## src/rtl/pc_next_unit_if.sv

```systemverilog
// Control inputs and PC/stack status outputs of the next-PC unit.
// The master modport is the decode side; the slave modport is pc_next_unit.
interface pc_next_unit_if #(
    parameter int WIDTH = 32,
    parameter int SHIFT = 2
);
    logic                      stall;
    logic [1:0]                sel;
    logic                      branch_taken;
    logic [WIDTH-1:0]          immediate;
    logic [WIDTH-5-SHIFT:0]    jump_index;
    logic [WIDTH-1:0]          reg_target;
    logic                      call;
    logic                      ret;

    logic [WIDTH-1:0]          pcOut;
    logic [WIDTH-1:0]          pcPlus4;
    logic [WIDTH-1:0]          branchTarget;
    logic                      ras_empty;
    logic                      ras_full;
    logic                      ras_underflow;
    logic                      misalign;

    modport master (
        output stall, sel, branch_taken, immediate, jump_index, reg_target, call, ret,
        input  pcOut, pcPlus4, branchTarget, ras_empty, ras_full, ras_underflow, misalign
    );

    modport slave (
        input  stall, sel, branch_taken, immediate, jump_index, reg_target, call, ret,
        output pcOut, pcPlus4, branchTarget, ras_empty, ras_full, ras_underflow, misalign
    );
endinterface

```

## src/rtl/pc_next_unit.sv

```systemverilog
// Next-PC select with a circular return-address stack and sticky underflow/misalign flags.
// Latency: one cycle to pcOut; backpressure: stall freezes all state, pcPlus4/branchTarget stay live.
module pc_next_unit #(
    parameter int               WIDTH     = 32,
    parameter int               SHIFT     = 2,
    parameter int               RAS_DEPTH = 4,
    parameter logic [WIDTH-1:0] RESET_PC  = '0
) (
    input  logic            clk,
    input  logic            reset,
    pc_next_unit_if.slave   bus
);
    localparam int PW = $clog2(RAS_DEPTH);
    localparam int CW = PW + 1;
    localparam logic [WIDTH-1:0] INSN_BYTES = WIDTH'(1) << SHIFT;
    localparam logic [WIDTH-1:0] ALIGN_MASK = INSN_BYTES - WIDTH'(1);
    localparam logic [CW-1:0]    DEPTH_C    = CW'(RAS_DEPTH);

    localparam logic [1:0] SEL_SEQ    = 2'b00;
    localparam logic [1:0] SEL_BRANCH = 2'b01;
    localparam logic [1:0] SEL_JUMP   = 2'b10;
    localparam logic [1:0] SEL_REG    = 2'b11;

    logic [WIDTH-1:0]       pc_q;
    logic [WIDTH-1:0]       ras_mem [RAS_DEPTH];
    logic [PW-1:0]          wp_q;
    logic [CW-1:0]          cnt_q;
    logic                   empty_q;
    logic                   full_q;
    logic                   underflow_q;
    logic                   misalign_q;

    logic [WIDTH-1:0]       pc_plus;
    logic [WIDTH-1:0]       br_tgt;
    logic [WIDTH-SHIFT-1:0] jfield;
    logic [WIDTH-1:0]       jump_tgt;
    logic [PW-1:0]          top_idx;
    logic [WIDTH-1:0]       ras_top;
    logic [WIDTH-1:0]       next_raw;
    logic                   pop;
    logic [PW-1:0]          wp_nxt;
    logic [CW-1:0]          cnt_nxt;
    logic [PW-1:0]          wr_idx;

    assign pc_plus  = pc_q + INSN_BYTES;
    assign br_tgt   = pc_q + (bus.immediate << SHIFT);
    assign jfield   = {pc_q[WIDTH-1:WIDTH-4], bus.jump_index};
    assign jump_tgt = WIDTH'(jfield) << SHIFT;
    assign top_idx  = wp_q - PW'(1);
    assign ras_top  = ras_mem[top_idx];
    assign pop      = bus.ret && !empty_q;
    // A combined call+ret rewrites the slot being popped instead of pushing a new one.
    assign wr_idx   = pop ? top_idx : wp_q;

    always_comb begin
        next_raw = pc_plus;
        if (bus.ret) begin
            next_raw = empty_q ? bus.reg_target : ras_top;
        end else begin
            case (bus.sel)
                SEL_SEQ:    next_raw = pc_plus;
                SEL_BRANCH: next_raw = bus.branch_taken ? br_tgt : pc_plus;
                SEL_JUMP:   next_raw = jump_tgt;
                SEL_REG:    next_raw = bus.reg_target;
                default:    next_raw = pc_plus;
            endcase
        end
    end

    always_comb begin
        wp_nxt  = wp_q;
        cnt_nxt = cnt_q;
        if (bus.call && pop) begin
            wp_nxt  = wp_q;
            cnt_nxt = cnt_q;
        end else if (bus.call) begin
            // On a full stack the write pointer already sits on the oldest entry.
            wp_nxt  = wp_q + PW'(1);
            cnt_nxt = full_q ? cnt_q : cnt_q + CW'(1);
        end else if (pop) begin
            wp_nxt  = top_idx;
            cnt_nxt = cnt_q - CW'(1);
        end
    end

    always_ff @(posedge clk) begin
        if (reset) begin
            pc_q        <= RESET_PC;
            wp_q        <= '0;
            cnt_q       <= '0;
            empty_q     <= 1'b1;
            full_q      <= 1'b0;
            underflow_q <= 1'b0;
            misalign_q  <= 1'b0;
        end else if (!bus.stall) begin
            pc_q    <= next_raw & ~ALIGN_MASK;
            wp_q    <= wp_nxt;
            cnt_q   <= cnt_nxt;
            empty_q <= (cnt_nxt == '0);
            full_q  <= (cnt_nxt == DEPTH_C);
            if (bus.ret && empty_q) begin
                underflow_q <= 1'b1;
            end
            if ((next_raw & ALIGN_MASK) != '0) begin
                misalign_q <= 1'b1;
            end
        end
    end

    always_ff @(posedge clk) begin
        if (!reset && !bus.stall && bus.call) begin
            ras_mem[wr_idx] <= pc_plus;
        end
    end

    assign bus.pcOut         = pc_q;
    assign bus.pcPlus4       = pc_plus;
    assign bus.branchTarget  = br_tgt;
    assign bus.ras_empty     = empty_q;
    assign bus.ras_full      = full_q;
    assign bus.ras_underflow = underflow_q;
    assign bus.misalign      = misalign_q;
endmodule

```

## src/flat_wrapper.sv

```systemverilog
// flat-port wrapper written by rule: the top's interface ports become plain ports
module pc_next_unit_flat 
#(
    parameter int               WIDTH     = 32,
    parameter int               SHIFT     = 2,
    parameter int               RAS_DEPTH = 4,
    parameter logic [WIDTH-1:0] RESET_PC  = '0
)
  (clk, reset, bus_stall, bus_sel, bus_branch_taken, bus_immediate, bus_jump_index, bus_reg_target, bus_call, bus_ret, bus_pcOut, bus_pcPlus4, bus_branchTarget, bus_ras_empty, bus_ras_full, bus_ras_underflow, bus_misalign);
  pc_next_unit_if #(.WIDTH(WIDTH), .SHIFT(SHIFT)) bus_i ();
  input  logic clk;
  input  logic reset;
  input wire logic [$bits(bus_i.stall)-1:0] bus_stall;
  input wire logic [$bits(bus_i.sel)-1:0] bus_sel;
  input wire logic [$bits(bus_i.branch_taken)-1:0] bus_branch_taken;
  input wire logic [$bits(bus_i.immediate)-1:0] bus_immediate;
  input wire logic [$bits(bus_i.jump_index)-1:0] bus_jump_index;
  input wire logic [$bits(bus_i.reg_target)-1:0] bus_reg_target;
  input wire logic [$bits(bus_i.call)-1:0] bus_call;
  input wire logic [$bits(bus_i.ret)-1:0] bus_ret;
  output wire logic [$bits(bus_i.pcOut)-1:0] bus_pcOut;
  output wire logic [$bits(bus_i.pcPlus4)-1:0] bus_pcPlus4;
  output wire logic [$bits(bus_i.branchTarget)-1:0] bus_branchTarget;
  output wire logic [$bits(bus_i.ras_empty)-1:0] bus_ras_empty;
  output wire logic [$bits(bus_i.ras_full)-1:0] bus_ras_full;
  output wire logic [$bits(bus_i.ras_underflow)-1:0] bus_ras_underflow;
  output wire logic [$bits(bus_i.misalign)-1:0] bus_misalign;
  assign bus_i.stall = bus_stall;
  assign bus_i.sel = bus_sel;
  assign bus_i.branch_taken = bus_branch_taken;
  assign bus_i.immediate = bus_immediate;
  assign bus_i.jump_index = bus_jump_index;
  assign bus_i.reg_target = bus_reg_target;
  assign bus_i.call = bus_call;
  assign bus_i.ret = bus_ret;
  assign bus_pcOut = bus_i.pcOut;
  assign bus_pcPlus4 = bus_i.pcPlus4;
  assign bus_branchTarget = bus_i.branchTarget;
  assign bus_ras_empty = bus_i.ras_empty;
  assign bus_ras_full = bus_i.ras_full;
  assign bus_ras_underflow = bus_i.ras_underflow;
  assign bus_misalign = bus_i.misalign;
  pc_next_unit #(.WIDTH(WIDTH), .SHIFT(SHIFT), .RAS_DEPTH(RAS_DEPTH), .RESET_PC(RESET_PC)) u_core (.clk(clk), .reset(reset), .bus(bus_i));
endmodule
```

## config.mk

```make
export PLATFORM = sky130hd
export DESIGN_NAME = pc_next_unit_flat
export DESIGN_NICKNAME = d
export VERILOG_FILES = /design/src/rtl/pc_next_unit_if.sv /design/src/rtl/pc_next_unit.sv /design/src/flat_wrapper.sv
export SDC_FILE = /design/constraint.sdc
export NUM_CORES = 1
export LEC_CHECK = 0
export CORE_MARGIN = 2
export CORE_UTILIZATION = 40
export CTS_BUF_LIST = sky130_fd_sc_hd__clkbuf_8
export CTS_CLUSTER_SIZE = 12
export DETAILED_ROUTE_END_ITERATION = 10
export PLACE_DENSITY = 0.63
export SYNTH_ARGS = -nofsm -noshare
export SYNTH_HDL_FRONTEND = slang
export SYNTH_SLANG_ARGS = --single-unit
export TNS_END_PERCENT = 100
```

## constraint.sdc

```tcl
create_clock -name clk -period 8.41 [get_ports clk]
set_input_delay 1.682 -clock clk [delete_from_list [all_inputs] [get_ports clk]]
set_output_delay 1.682 -clock clk [all_outputs]
set_load 0.05 [all_outputs]
```

==> metrics.md, run 1 <==
| Metric | Value |
|---|---|
| Worst Path Required | about 6700 ps |
| Placed Instance Area | 11800 sq um |
| GRT overflow | 0 |
| Mapped Cells | between 800 and 900 |
| Die ar. | 25400 sq um |
| Pwr Density | 193 nW/um^2 |
| Unrepaired setup endpoints after global routing | false |
| Worst Hold Depth | 2 |
| Fin nets | 1191 |
| Most area-hungry cell type in the Yosys netlist | edfxtp_1 |
| RePlAce Congestion | 0.941 |
| Clock sinks | 159 |
| Die H | 159 um |
| Synth cell count leaders | edfxtp_1, nor2_1, a21oi_1 |
| R2r setup slk | roughly 4800 ps |
| Worst Tran Pin Value | 1240 ps |
| Worst-path clk slew | 100 ps |
| Total number of vias | 8013 |
| Initial antenna violation count | 0 |
| Outcome | finished clean |
| Core Area | around 24000 sq um |
| Total GRT Usage | between 20 and 25% |
| Slew margin rel. | 17.2% |
| Top delay family on crit path | compound AO/OA/AOI/OAI gates |
| IO buf count | ~190 |
| Crit path launch type | primary input |
| Cell with the most instances after synthesis | edfxtp_1 |
| Critical path arrival | 5710 ps |
| Hold Buf Count CTS | 0 |
| Avg Cell Area, Syn | approximately 11 sq um |
| Period Utilization, post-route | 87.9% |
| Ant. Diodes | 0 |
| CTS tree | built |
| ANT nets after route | 0 |
| Reg2reg start | u_core.bus.pcOut[2]$_SDFFE_PP0N_ |
| Design Area, Final | around 12000 sq um |
| Worst min-delay path startpoint | u_core.bus.misalign$_SDFFE_PP0P_ |
| Setup Viol. Count Final | 0 |
| Vias in the first global route | 7765 |
| Crit path time final | about 7400 ps |
| Synth Register Bits | 159 |
| Post-synth EDFFs | 120 |
| Largest net degree at the start of global routing | 59 |
| DR DRC count | 0 |
| Top cells by area, synth | edfxtp_1, dfxtp_1, mux4_2 |
| Vias/cell | 5.76 |
| Setup crit end kind | output pin |
| Peak Freq | 135 MHz |
| Most frequent CP cell | clkdlybuf4s50_1 |
| Hold Fails Final Rpt | 0 |
| Post CTS Setup Buffer Count | 0 |
| VDD IR max | 0.0959 mV |
| Area delta synth->final | 26.9% |
| Buffers & Inverters on Critical Path | 2 |
| Final Skew | between 10 and 15 ps |
| Critical path class | primary input to output pin |
| P_leak | 4.51 nW |
| Root Buffer | clkbuf_8 |
| Bufs on Longest Clock Path | 2 |
| Die W | 159 um |
| Cell Chain, Critical Path | clkdlybuf4s50_1 -> ha_1 -> fa_1 -> a211oi_2 -> o21ai_1 -> a2111oi_2 -> nor3b_1 -> a311o_1 -> xor2_1 -> clkdlybuf4s50_1 |
| Total iterations of the first detailed-routing run | 5 |
| Tot Pwr | 2.37 mW |
| Num ports | a little under 200 |
| Asr flop ratio synth | 0% |
| # Max-Cap Violations | 0 |
| Total negative setup slack | 0 ps |
| First-pass GRT wire length | around 48 mm |
| Starting density of the core | 40.9% |
| Initial DRC Count | between 600 and 700 |
| Sequential element share of the synthesized area | 45.4% |
| Clock Latency Late Sink | 470 ps |
| Std cell rows | 56 |
| Slowest cell on crit path | clkdlybuf4s50_1 |
| WL/cell | 22.7 um |
| Min-Delay Path Class | flop to flop |
| Final Routed Wirelength | 31.7 mm |
| Netlist Area Pre-Place | 9660 sq um |
| Yosys cell types | between 60 and 70 |
| CP peak stage delay | a little under 900 ps |
| Dpl hpwl | between 20 and 25 mm |
| WHS Endpoint | u_core.bus.misalign$_SDFFE_PP0P_ |
| Syn. warnings | 0 |
| H-tree depth | 4 |
| Crit-path max FO | 4 |
| Share of layout cells above drive strength 1 | 10.7% |
| Depth of the worst register-to-register path | 10 |
| Max-slew violations | 0 |
| Total CTS buffers | 17 |
| Synth Flop Type | edfxtp_1 |
| Worst r2r dst | u_core.bus.pcOut[14]$_SDFFE_PP0N_ |
| Synth top area share | 37.3% |
| Post-CTS resize count | 0 |
## cell usage in the layout, fill, tap and decap left out, drive strengths merged, types with 4 or more instances in the layout
cell	n
a21oi	74
a221oi	8
a31oi	10
clkinv	4
a21o	17
mux2	14
or3	7
inv	31
nor2b	11
clkbuf	17
bufinv	4
nand2	51
nor3b	4
and3	12
nor4	4
mux2i	51
nand4	10
o211ai	5
xor2	22
o221ai	6
ha	32
nand2b	9
nor3	11
and2	7
buf	16
nor2	82
dfxtp	39
nand3	19
edfxtp	120
conb	6
xnor2	37
a221o	5
a211oi	16
mux4	30
o21ai	49
clkdlybuf4s50	186
## kinds of logic after synthesis
family	after synthesis	synth area share (%)
AO/OA/AOI/OAI	225	14.9
XOR/XNOR	59	5.43
adder cells (fa/ha/maj)	33	4.35
buffers and inverters	81	3.84
flip-flops	159	45.4
multiplexers	95	13.9
other	1	0.0388
AND/OR/NAND/NOR	238	12.1
## worst max path at each step
stage,from,end,slack [ps],cells after the start
CTS,bus_immediate[0],bus_branchTarget[26],1080,10
global route,bus_immediate[0],bus_branchTarget[30],860,12
detailed placement,bus_immediate[0],bus_branchTarget[26],1100,10
finish,bus_immediate[0],bus_branchTarget[26],1010,10
floorplan,bus_immediate[0],bus_branchTarget[28],2130,9
global placement,bus_immediate[0],bus_branchTarget[26],1100,10
## state kept, by name, indices dropped and copies added (netlist names)
register and flops:
u_core.ras_mem 120, u_core.bus.pcOut 30, u_core.cnt_q 3, u_core.wp_q 2
u_core.bus.misalign 1, u_core.bus.ras_empty 1, u_core.bus.ras_full 1, u_core.bus.ras_underflow 1
## metal layers
metal / vias up / GRT usage, % / wire [um] / share of wire [%]
met1: 3940 / 34.4 / 14400 / 45
li1: 3701 / - / - / -
met2: 336 / 40.0 / 14700 / 46
met3: 36 / 4.19 / 2100 / 6.6
met4: 0 / 5.83 / 480 / 1.5
met5: - / 0 / 0 / 0
## where the power goes
| group | internal (mW) | switching [mW] | total, mW |
|---|---|---|---|
| Combinational | 0.285 | 0.509 | 0.794 |
| Clock | 0.335 | 0.327 | 0.662 |
| Sequential | 0.876 | 0.0366 | 0.913 |
| Total | 1.50 | 0.873 | 2.37 |
## stage by stage
stage,util [%],setup slack (ps),hold slack (ps),std cells
2_1_floorplan,-,2130,486,896
3_3_place_gp,50.0,1100,455,1360
3_5_place_dp,50.0,1100,458,1360
4_1_cts,51.9,1080,482,1392
5_1_grt,51.9,860,509,1392
6_report,51.9,1010,506,1392
## area by class of cell
| class | count | area, sq um |
|---|---|---|
| inverters | 24 | 90.1 |
| fillers | 2166 | 11400 |
| well taps | 319 | 399 |
| clock buffers | 17 | 234 |
| multi-input cells | 656 | 4950 |
| repair buffers | 202 | 1970 |
| flip-flops and latches | 159 | 4390 |
| clock inverters | 15 | 220 |
## worst min-delay path, cell delays in order (launching register included)
cell     delay [ps]
dfxtp_1         340
a21oi_1          50
nor2_1           90
(Power assumes the default switching activity.)
==> inputs of run 2 (changes only) <==
--- a/config.mk
+++ b/config.mk
@@ -6,11 +6,11 @@
 export NUM_CORES = 1
 export LEC_CHECK = 0
 export CORE_MARGIN = 2
-export CORE_UTILIZATION = 40
+export CORE_UTILIZATION = 58
 export CTS_BUF_LIST = sky130_fd_sc_hd__clkbuf_8
 export CTS_CLUSTER_SIZE = 12
 export DETAILED_ROUTE_END_ITERATION = 10
-export PLACE_DENSITY = 0.63
+export PLACE_DENSITY = 0.87
 export SYNTH_ARGS = -nofsm -noshare
 export SYNTH_HDL_FRONTEND = slang
 export SYNTH_SLANG_ARGS = --single-unit
==> run 2 against run 1 <==
- utilization up 21 points
- first-iteration DRC count up 57%
- design area decreased by 1.9%
- via count is 4.7% higher
- largest power group unchanged
- clock-buffer cell count is the same
- non-clock buffer count shrank 1
- clock power is 21% lower
- critical path type unchanged
- highest routed layer unchanged
- sequential cell count unchanged
==> metrics.md, run 2 (synthesis results as in run 1) <==
| Metric | Value |
|---|---|
| Outcome | finished clean |
| Total iterations of the first detailed-routing run | 8 (+3) |
| Clock Latency Late Sink | 460 ps (about the same) |
| Gr busiest metal | met2 |
| Placed Cells | 1260 (-7.4%) |
| Vias in the first global route | 8242 (+6.1%) |
| Initial antenna violation count | 0 (unchanged) |
| Crit path launch type | primary input |
| Buffers & Inverters on Critical Path | 2 (unchanged) |
| Core Area | 16400 sq um (-31%) |
| Placed Instance Area | 11700 sq um (-1.1%) |
| Hold Slack | 491 ps (-14.5 ps) |
| Area of the multi-input gates | 4950 sq um (unchanged) |
| H-tree depth | 4 (unchanged) |
| Clock sinks | 159 (unchanged) |
| Max-slew violations | 0 (unchanged) |
| WL/cell | 23.0 um (+0.92%) |
| DR DRC count | 0 (unchanged) |
| CP peak stage delay | 820 ps (-70 ps) |
| CTS tree | built |
| Setup crit end kind | output pin |
| Slew margin rel. | 21.0% (+3.8 points) |
| Starting density of the core | 58.8% (+18 points) |
| Max reg flops | 120 (unchanged) |
| Most frequent cells in the layout | clkdlybuf4s50_1, edfxtp_1, nor2_1 |
| Final Skew | 16.0 ps (+3.18 ps) |
| Ant. Diodes | 0 (unchanged) |
| Final Non-Filler Cells | 1291 (-7.3%) |
| Largest net degree at the start of global routing | 59 (unchanged) |
| Cell Chain, Critical Path | clkdlybuf4s50_1 -> ha_1 -> fa_1 -> a211oi_2 -> o21ai_1 -> a2111oi_2 -> nor3b_1 -> a311o_1 -> a31o_2 -> xor2_1 -> clkdlybuf4s50_1 |
| Critical path arrival | 5650 ps (-60 ps) |
| ANT nets after route | 0 (unchanged) |
| Total negative setup slack | 0 ps (unchanged) |
| Die H | 133 um (-17%) |
| Critical path class | primary input to output pin |
| Min-Delay Path Class | flop to flop |
| Setup Viol. Count Final | 0 (unchanged) |
| IO buf count | 189 (unchanged) |
| Hold Buf Count CTS | 0 (unchanged) |
| Most common cell after layout, fill and taps aside | clkdlybuf4s50_1 |
| Tot Pwr | 2.22 mW (-6.1%) |
| Pre-CTS setup slack | 1150 ps (+53.2 ps) |
| Initial DRC Count | 1072 (+57%) |
| Final Routed Wirelength | 29.6 mm (-6.4%) |
| Crit-path max FO | 4 (unchanged) |
| Worst Tran Pin Value | 1180 ps (-57.4 ps) |
| Std cell rows | 47 (-16%) |
| Final setup margin | 1070 ps (+59.5 ps) |
| Total CTS buffers | 17 (unchanged) |
| Unrepaired setup endpoints after global routing | false |
| First-pass GRT wire length | 45.4 mm (-4.6%) |
| Die W | 133 um (-17%) |
| Total GRT Usage | 33.8% (+9.2 points) |
| Pwr Density | 185 nW/um^2 (-4.3%) |
| Area delta synth->final | 24.5% |
| Most frequent CP cell | clkdlybuf4s50_1 |
| Crit path time final | 7340 ps (-59.5 ps) |
| Peak Freq | 136 MHz (+0.81%) |
| GRT overflow | 0 (unchanged) |
| Util after Layout | 73.3% (+21 points) |
| Root Buffer | clkbuf_8 |
| VDD IR max | 0.179 mV (+87%) |
| Share of layout cells above drive strength 1 | 10.4% (-0.35 points) |
| Period Utilization, post-route | 87.2% (-0.71 points) |
| Area taken by flip-flops and latches | 4390 sq um (unchanged) |
| Fin nets | 1190 (-0.084%) |
| RePlAce Congestion | 0.937 (-0.46%) |
| Hold Fails Final Rpt | 0 (unchanged) |
| Total number of vias | 8388 (+4.7%) |
| Met3 usage | 6.97% (+2.8 points) |
| Dpl hpwl | 20.1 mm (-9.4%) |
| # Max-Cap Violations | 0 (unchanged) |
| P_leak | 4.44 nW (-1.5%) |
| Filler cell count | 1093 (-50%) |
| Slowest cell on crit path | clkdlybuf4s50_1 |
| Bufs on Longest Clock Path | 2 (unchanged) |
| Worst-path clk slew | 80 ps (-20 ps) |
| Reg with most FFs | u_core.ras_mem |
| Num ports | 198 (unchanged) |
| Die ar. | 17700 sq um (-30%) |
| Met2 usage | 54.1% (+14 points) |
| Met1 GRT Util | 43.7% (+9.2 points) |
| Worst Path Required | 6730 ps (about the same) |
| Post CTS Setup Buffer Count | 0 (unchanged) |
| Design Area, Final | 12000 sq um (-1.9%) |
| Post-CTS resize count | 0 (unchanged) |
| Vias/cell | 6.50 (+13%) |
| Top delay family on crit path | compound AO/OA/AOI/OAI gates |
-- run 2: power breakdown --
group	leakage, nW	switching, mW	internal (mW)	total, mW
registers	1.42	0.0318	0.876	0.908
logic	2.85	0.507	0.285	0.792
clock network	0.169	0.292	0.231	0.522
-- run 2: area by class of cell --
class / instances / share of cell area, %
tap: 220 / 2.29
inverter: 24 / 0.749
clock inverter: 14 / 0.999
sequential: 159 / 36.5
timing repair buffer: 201 / 16.4
multi-input combinational: 656 / 41.2
clock buffer: 17 / 1.95
-- run 2: worst register-to-register path, delay by kind of cell (launching register included) --
family,cells,cell delay (ps)
xor gates and xnor gates,1,350
adders and majority gates,2,720
AOI/OAI and AO/OA,6,1840
and+or+nand+nor,1,100
DFF,1,420
-- run 2: final timing paths --
path                                                        from                                end  slack (ps)  cells past startpoint
worst max register to register  u_core.bus.pcOut[2]$_SDFFE_PP0N_  u_core.bus.pcOut[14]$_SDFFE_PP0N_        4860                     10
worst min register to register  u_core.bus.misalign$_SDFFE_PP0P_   u_core.bus.misalign$_SDFFE_PP0P_         490                      2
worst min-delay path            u_core.bus.misalign$_SDFFE_PP0P_   u_core.bus.misalign$_SDFFE_PP0P_         490                      2
worst max-delay path                            bus_immediate[0]               bus_branchTarget[28]        1070                     11
-- run 2: per-layer routing --
metal  part of all wire, %  wire length, um  vias up
li1                      -                -     3690
met1                    37            10800     3938
met2                    47            14000      625
met3                    11             3300      135
met4                   5.2             1550        0
met5                     0                0        -
==> inputs of run 3 (changes only) <==
--- a/config.mk
+++ b/config.mk
@@ -5,7 +5,6 @@
 export SDC_FILE = /design/constraint.sdc
 export NUM_CORES = 1
 export LEC_CHECK = 0
-export CORE_MARGIN = 2
 export CORE_UTILIZATION = 58
 export CTS_BUF_LIST = sky130_fd_sc_hd__clkbuf_8
 export CTS_CLUSTER_SIZE = 12
==> run 3 against run 2 <==
- clock power increased by 8.4%
- utilization increased by 1.7 points
- sequential share of layout area decreased by 0.053 points
- critical path type unchanged
- critical endpoint unchanged
- largest cell class unchanged
- largest power group unchanged
- highest routed layer unchanged
==> metrics.md, run 3 (synthesis results as in run 1) <==
| Metric | Value |
|---|---|
| Ant. Diodes | 0 (unchanged) |
| Post CTS Setup Buffer Count | 0 (unchanged) |
| Met1 GRT Util | 44.9% (+1.3 points) |
| H-tree depth | 4 (unchanged) |
| Area delta synth->final | 24.7% |
| ANT nets after route | 0 (unchanged) |
| Most common cell after layout, fill and taps aside | clkdlybuf4s50_1 |
| Min-Delay Path Class | flop to flop |
| WL/cell | 23.0 um (about the same) |
| Bufs on Longest Clock Path | 2 (unchanged) |
| Total number of vias | 8377 (-0.13%) |
| Crit-path max FO | 4 (unchanged) |
| Die H | 131 um (-1.5%) |
| VDD IR max | 0.133 mV (-26%) |
| Setup crit end kind | output pin |
| Final Routed Wirelength | 29.6 mm (-0.25%) |
| CTS tree | built |
| Part of the power in registers | 40.2% (-0.6 points) |
| Fin nets | 1190 (unchanged) |
| Clock Latency Late Sink | 490 ps (+30 ps) |
| Reg with most FFs | u_core.ras_mem |
| Die W | 131 um (-1.5%) |
| Critical path arrival | 5640 ps (about the same) |
| Share of layout cells above drive strength 1 | 10.6% (+0.27 points) |
| Root Buffer | clkbuf_8 |
| Core Area | 16100 sq um (-2.1%) |
| Sw frac | 38.0% (+0.61 points) |
| Starting density of the core | 60.1% (+1.3 points) |
| Total CTS buffers | 17 (unchanged) |
| Largest net degree at the start of global routing | 59 (unchanged) |
| Vias in the first global route | 8126 (-1.4%) |
| P_leak | 4.47 nW (+0.62%) |
| Worst Tran Pin Value | 1110 ps (-73.4 ps) |
| Internal power | 1.40 mW (+0.89%) |
| Most frequent cells in the layout | clkdlybuf4s50_1, edfxtp_1, nor2_1 |
| Unrepaired setup endpoints after global routing | false |
| Outcome | finished clean |
| DR DRC count | 0 (unchanged) |
| Worst Path Required | 6730 ps (about the same) |
| Die ar. | 17200 sq um (-3.0%) |
| Crit path time final | 7320 ps (-18.9 ps) |
| Max-slew violations | 0 (unchanged) |
| Total iterations of the first detailed-routing run | 6 (-2) |
| GRT overflow | 0 (unchanged) |
| Dpl hpwl | 20.4 mm (+1.3%) |
| Hold Fails Final Rpt | 0 (unchanged) |
| Met3 usage | 7.53% (+0.56 points) |
| IO buf count | 189 (unchanged) |
| Num ports | 198 (unchanged) |
| Clock sinks | 159 (unchanged) |
| Met2 usage | 58.2% (+4.1 points) |
| First-pass GRT wire length | 44.5 mm (-2.0%) |
| # Max-Cap Violations | 0 (unchanged) |
| Crit path launch type | primary input |
| Post-CTS resize count | 0 (unchanged) |
| Peak Freq | 137 MHz (+0.26%) |
| Pwr Density | 188 nW/um^2 (+1.7%) |
| Final Non-Filler Cells | 1288 (-0.23%) |
| Comb power frac | 34.8% (-0.8 points) |
| Final Skew | 17.3 ps (+1.29 ps) |
| Total negative setup slack | 0 ps (unchanged) |
| Critical path class | primary input to output pin |
| Vias/cell | 6.50 (+0.10%) |
| Hold Buf Count CTS | 0 (unchanged) |
| RePlAce Congestion | 0.948 (+1.2%) |
| Net Sw Power | 0.860 mW (+3.5%) |
| Max reg flops | 120 (unchanged) |
| Initial antenna violation count | 0 (unchanged) |
| R2r setup slk | 4830 ps (-30 ps) |
| Slew margin rel. | 25.9% (+4.9 points) |
| Worst-path clk slew | 90 ps (about the same) |
| Period Utilization, post-route | 87.0% (-0.22 points) |
| Total GRT Usage | 35.7% (+1.9 points) |
| Hold Slack | 482 ps (-8.95 ps) |
| Setup Viol. Count Final | 0 (unchanged) |
| Clk pwr share | 25.0% (+1.5 points) |
| Initial DRC Count | 998 (-6.9%) |
| Placed Cells | 1256 (-0.32%) |
| Std cell rows | 46 (-2.1%) |
| Gr busiest metal | met2 |
[run 3: cell types whose count changed in the layout (fill, tap and decap cells not counted)]
| cell | delta |
|---|---|
| clkinv_2 | +1 |
| clkinv_4 | -1 |
| clkinv_1 | -1 |
| a21oi_2 | +1 |
| inv_6 | +5 |
| inv_1 | -1 |
| a21oi_4 | -1 |
| clkinv_8 | +1 |
| clkinvlp_4 | -4 |
| inv_8 | +1 |
[run 3: path summary, 6_finish.rpt]
| path | from | cells past startpoint | to |
|---|---|---|---|
| worst max register to register | u_core.bus.pcOut[2]$_SDFFE_PP0N_ | 10 | u_core.bus.pcOut[14]$_SDFFE_PP0N_ |
| worst max-delay path | bus_immediate[0] | 11 | bus_branchTarget[28] |
| worst min-delay path | u_core.bus.misalign$_SDFFE_PP0P_ | 2 | u_core.bus.misalign$_SDFFE_PP0P_ |
| worst min register to register | u_core.bus.misalign$_SDFFE_PP0P_ | 2 | u_core.bus.misalign$_SDFFE_PP0P_ |
[run 3: power by group through the flow]
| stage | combinational, mW | clock (mW) | sequential [mW] |
|---|---|---|---|
| 2_1_floorplan | 0.477 | 0 | 0.964 |
| 3_3_place_gp | 0.767 | 0 | 0.926 |
| 3_5_place_dp | 0.775 | 0 | 0.927 |
| 4_1_cts | 0.780 | 0.564 | 0.909 |
| 5_1_grt | 0.828 | 0.595 | 0.913 |
| 6_report | 0.788 | 0.566 | 0.910 |
[run 3: through the flow]
stage / total power [mW] / utilization [%] / setup slack, ps / area (sq um)
final: 2.26 / 75.0 / 1090 / 12000
after global routing: 2.34 / 75.0 / 967 / 12000
after CTS: 2.25 / 75.0 / 1150 / 12000
after detailed placement: 1.70 / 72.6 / 1170 / 11700
after global placement: 1.69 / 72.6 / 1180 / 11700
after floorplan: 1.44 / - / 2130 / 9670
[run 3: worst max-delay path, stage by stage]
cell,delay (ps)
clkdlybuf4s50_1,410
ha_1,220
fa_1,440
a211oi_2,280
o21ai_1,180
a2111oi_2,530
nor3b_1,210
a311o_1,430
a31o_2,290
xor2_1,140
clkdlybuf4s50_1,820
[run 3: final cells by class]
cell class,count,area [sq um]
flip-flops and latches,159,4390
repair buffers,201,1970
clock buffers,17,234
well taps,216,270
fillers,1092,4020
clock inverters,15,150
inverters,24,90.1
multi-input cells,656,4940
[run 3: layer usage]
metal,wire length (um),up-vias,part of all wire (%)
met5,0,-,0
met4,1300,0,4.4
met2,14000,598,47
li1,-,3703,-
met1,10900,3971,37
met3,3370,105,11
==> variant: new RTL, settings of run 1 <==
`WIDTH` is set to 32 in 3 places; all go to 48.
--- a/src/rtl/pc_next_unit_if.sv
+++ b/src/rtl/pc_next_unit_if.sv
@@ -1,7 +1,7 @@
 // Control inputs and PC/stack status outputs of the next-PC unit.
 // The master modport is the decode side; the slave modport is pc_next_unit.
 interface pc_next_unit_if #(
-    parameter int WIDTH = 32,
+    parameter int WIDTH = 48,
     parameter int SHIFT = 2
 );
     logic                      stall;
--- a/src/rtl/pc_next_unit.sv
+++ b/src/rtl/pc_next_unit.sv
@@ -1,7 +1,7 @@
 // Next-PC select with a circular return-address stack and sticky underflow/misalign flags.
 // Latency: one cycle to pcOut; backpressure: stall freezes all state, pcPlus4/branchTarget stay live.
 module pc_next_unit #(
-    parameter int               WIDTH     = 32,
+    parameter int               WIDTH     = 48,
     parameter int               SHIFT     = 2,
     parameter int               RAS_DEPTH = 4,
     parameter logic [WIDTH-1:0] RESET_PC  = '0
--- a/src/flat_wrapper.sv
+++ b/src/flat_wrapper.sv
@@ -1,7 +1,7 @@
 // flat-port wrapper written by rule: the top's interface ports become plain ports
 module pc_next_unit_flat 
 #(
-    parameter int               WIDTH     = 32,
+    parameter int               WIDTH     = 48,
     parameter int               SHIFT     = 2,
     parameter int               RAS_DEPTH = 4,
     parameter logic [WIDTH-1:0] RESET_PC  = '0
Interface: changed (6 resized); port bits go from 198 to 294. No check against the original RTL was run, so the function may have changed too.
==> variant against run 1 <==
Register-to-register slack worse by 220 ps. First-iteration DRC count increased by 120%. Wire length up 72%. Sequential cell count increased by 80. Sequential power increased by 52%. Combinational power is 57% higher. Setup slack got worse by 270 ps. Critical path type unchanged. Largest cell class unchanged. Core utilization increased by 0.053 points. Worst hold slack worse by 33 ps. Synthesized area up 53%. Largest power group unchanged. Via count increased by 60%. Die area increased by 51%. Final area is 54% higher. Total power grew 63%.
==> variant: results (changes against run 1) <==
status complete, no violations; Clk Latency, worst-skew pair 600 ps (+130 ps); WL per Instance 25.5 um (+12%); Lkg Pwr 0.00697 uW (+54%); antenna violations before repair 2 (+2); top cells by area, synth edfxtp_1 38%, dfxtp_1 7.5%, mux4_2 7.0%; vias in the first global route 12300 (+59%); Ys Warns 0 (unchanged); Post-synth EDFFs 184 (+53%); Overall Global Routing Usage 28.0% (+3.4 points); H-tree depth 2 (-2); first-pass GRT wire length 79.3 mm (+67%); clk_skew 49.3 ps (+36.5 ps); layout cells sized above 1 11.5% (+0.80 points); Via density 5.98 (+3.9%); layout net count 1828 (+53%); Worst EP arrival 5980 ps (+270 ps); Distinct cells, synth 77 (+12%); pin count of the biggest net entering global routing 68 (+15%); critical path peak fanout 5 (+1); Largest register FFs 184 (+53%); worst vdd ir 0.118 mV (+23%); Initial Util 40.4% (-0.47 points); RePlAce Congestion 0.926 (-1.6%); post-synthesis sequential area ratio 45.0% (-0.41 points); largest register by flop count u_core.ras_mem; dpl hpwl 39.8 mm (+80%); number of I/O port buffers 285 (+51%); slew margin rel. 26.7% (+9.5 points); CTS Buffer Depth 3 (+1); commonest cells in the netlist 184 x edfxtp_1, 109 x nor2_1, 100 x a21oi_1, 97 x nand2_1, 69 x xnor2_1; fill count 3293 (+52%); TritonCTS buffer count 42 (+25); Detailed Routing Iterations Pass 1 6 (+1); clk slew on worst S/H paths 60 ps (-40 ps)
variant: cell types whose count changed after synthesis, sizes merged, moves of 19 or more:
cell | before | now
a21oi | 74 | 101
clkbuf | 34 | 65
edfxtp | 120 | 184
mux2 | 14 | 33
nand2 | 51 | 97
nand3 | 19 | 45
nor2 | 82 | 109
xnor2 | 37 | 69
variant: per-layer routing:
metal,vias up,share of wire (%),GRT usage (%)
met1,6259,44,39.6
met2,629,45,42.5
met5,-,0,0
met3,96,8.3,5.47
li1,5799,-,-
met4,0,3.4,10.4
variant: metrics by stage:
stage / area (um^2) / cells / utilization (%) / setup WS (ps)
after floorplan: 14700 / 1375 / - / 947
after global placement: 18000 / 2057 / 49.3 / 786
after detailed placement: 18000 / 2057 / 49.3 / 763
after CTS: 18900 / 2135 / 51.9 / 738
after global routing: 18900 / 2138 / 52.0 / 490
final: 18900 / 2138 / 52.0 / 746
variant: worst max-delay path: stages:
cell and delay [ps]:
clkdlybuf4s50_1 410, ha_1 210, fa_1 430, a211oi_1 330
o21a_1 220, o211ai_1 180, a221oi_2 510, nor2_1 220
a311oi_2 490, o21bai_1 130, xor2_1 290, clkdlybuf4s50_1 870
variant: path summary, 6_finish.rpt:
kind	start	end	slack [ps]	cells after the start
max	bus_immediate[0]	bus_branchTarget[38]	750	12
min	u_core.bus.misalign	u_core.bus.misalign	470	2
max reg2reg	u_core.bus.pcOut[16]	u_core.bus.pcOut[27]	4570	9
min reg2reg	u_core.bus.misalign	u_core.bus.misalign	470	2
variant: final cells by class:
cell class / count / area (um^2) / area share [%]
Tap cell: 468 / 586 / 3.09
Clock inverter: 33 / 330 / 1.74
Timing Repair Buffer: 307 / 3000 / 15.8
Multi-Input combinational cell: 1016 / 7650 / 40.4
Inverter: 27 / 101 / 0.535
Clock buffer: 45 / 619 / 3.27
Sequential cell: 239 / 6640 / 35.0
Antenna cell: 3 / 7.51 / 0.0397
variant: cells by family after synthesis:
family | Yosys count | share of synthesized area (%)
multiplexers | 138 | 13.6
AO/OA/AOI/OAI | 349 | 15.8
adder cells (fa/ha/maj) | 49 | 4.21
buffers and inverters | 120 | 3.34
AND/OR/NAND/NOR | 384 | 12.7
XOR/XNOR | 90 | 5.35
other | 1 | 0.0255
flip-flops | 239 | 45.0
variant: report_power, final:
group | switching (uW) | internal, uW | total [uW]
Combinational | 807 | 442 | 1250
Sequential | 72.0 | 1320 | 1390
Clock | 516 | 692 | 1210
Total | 1400 | 2450 | 3850
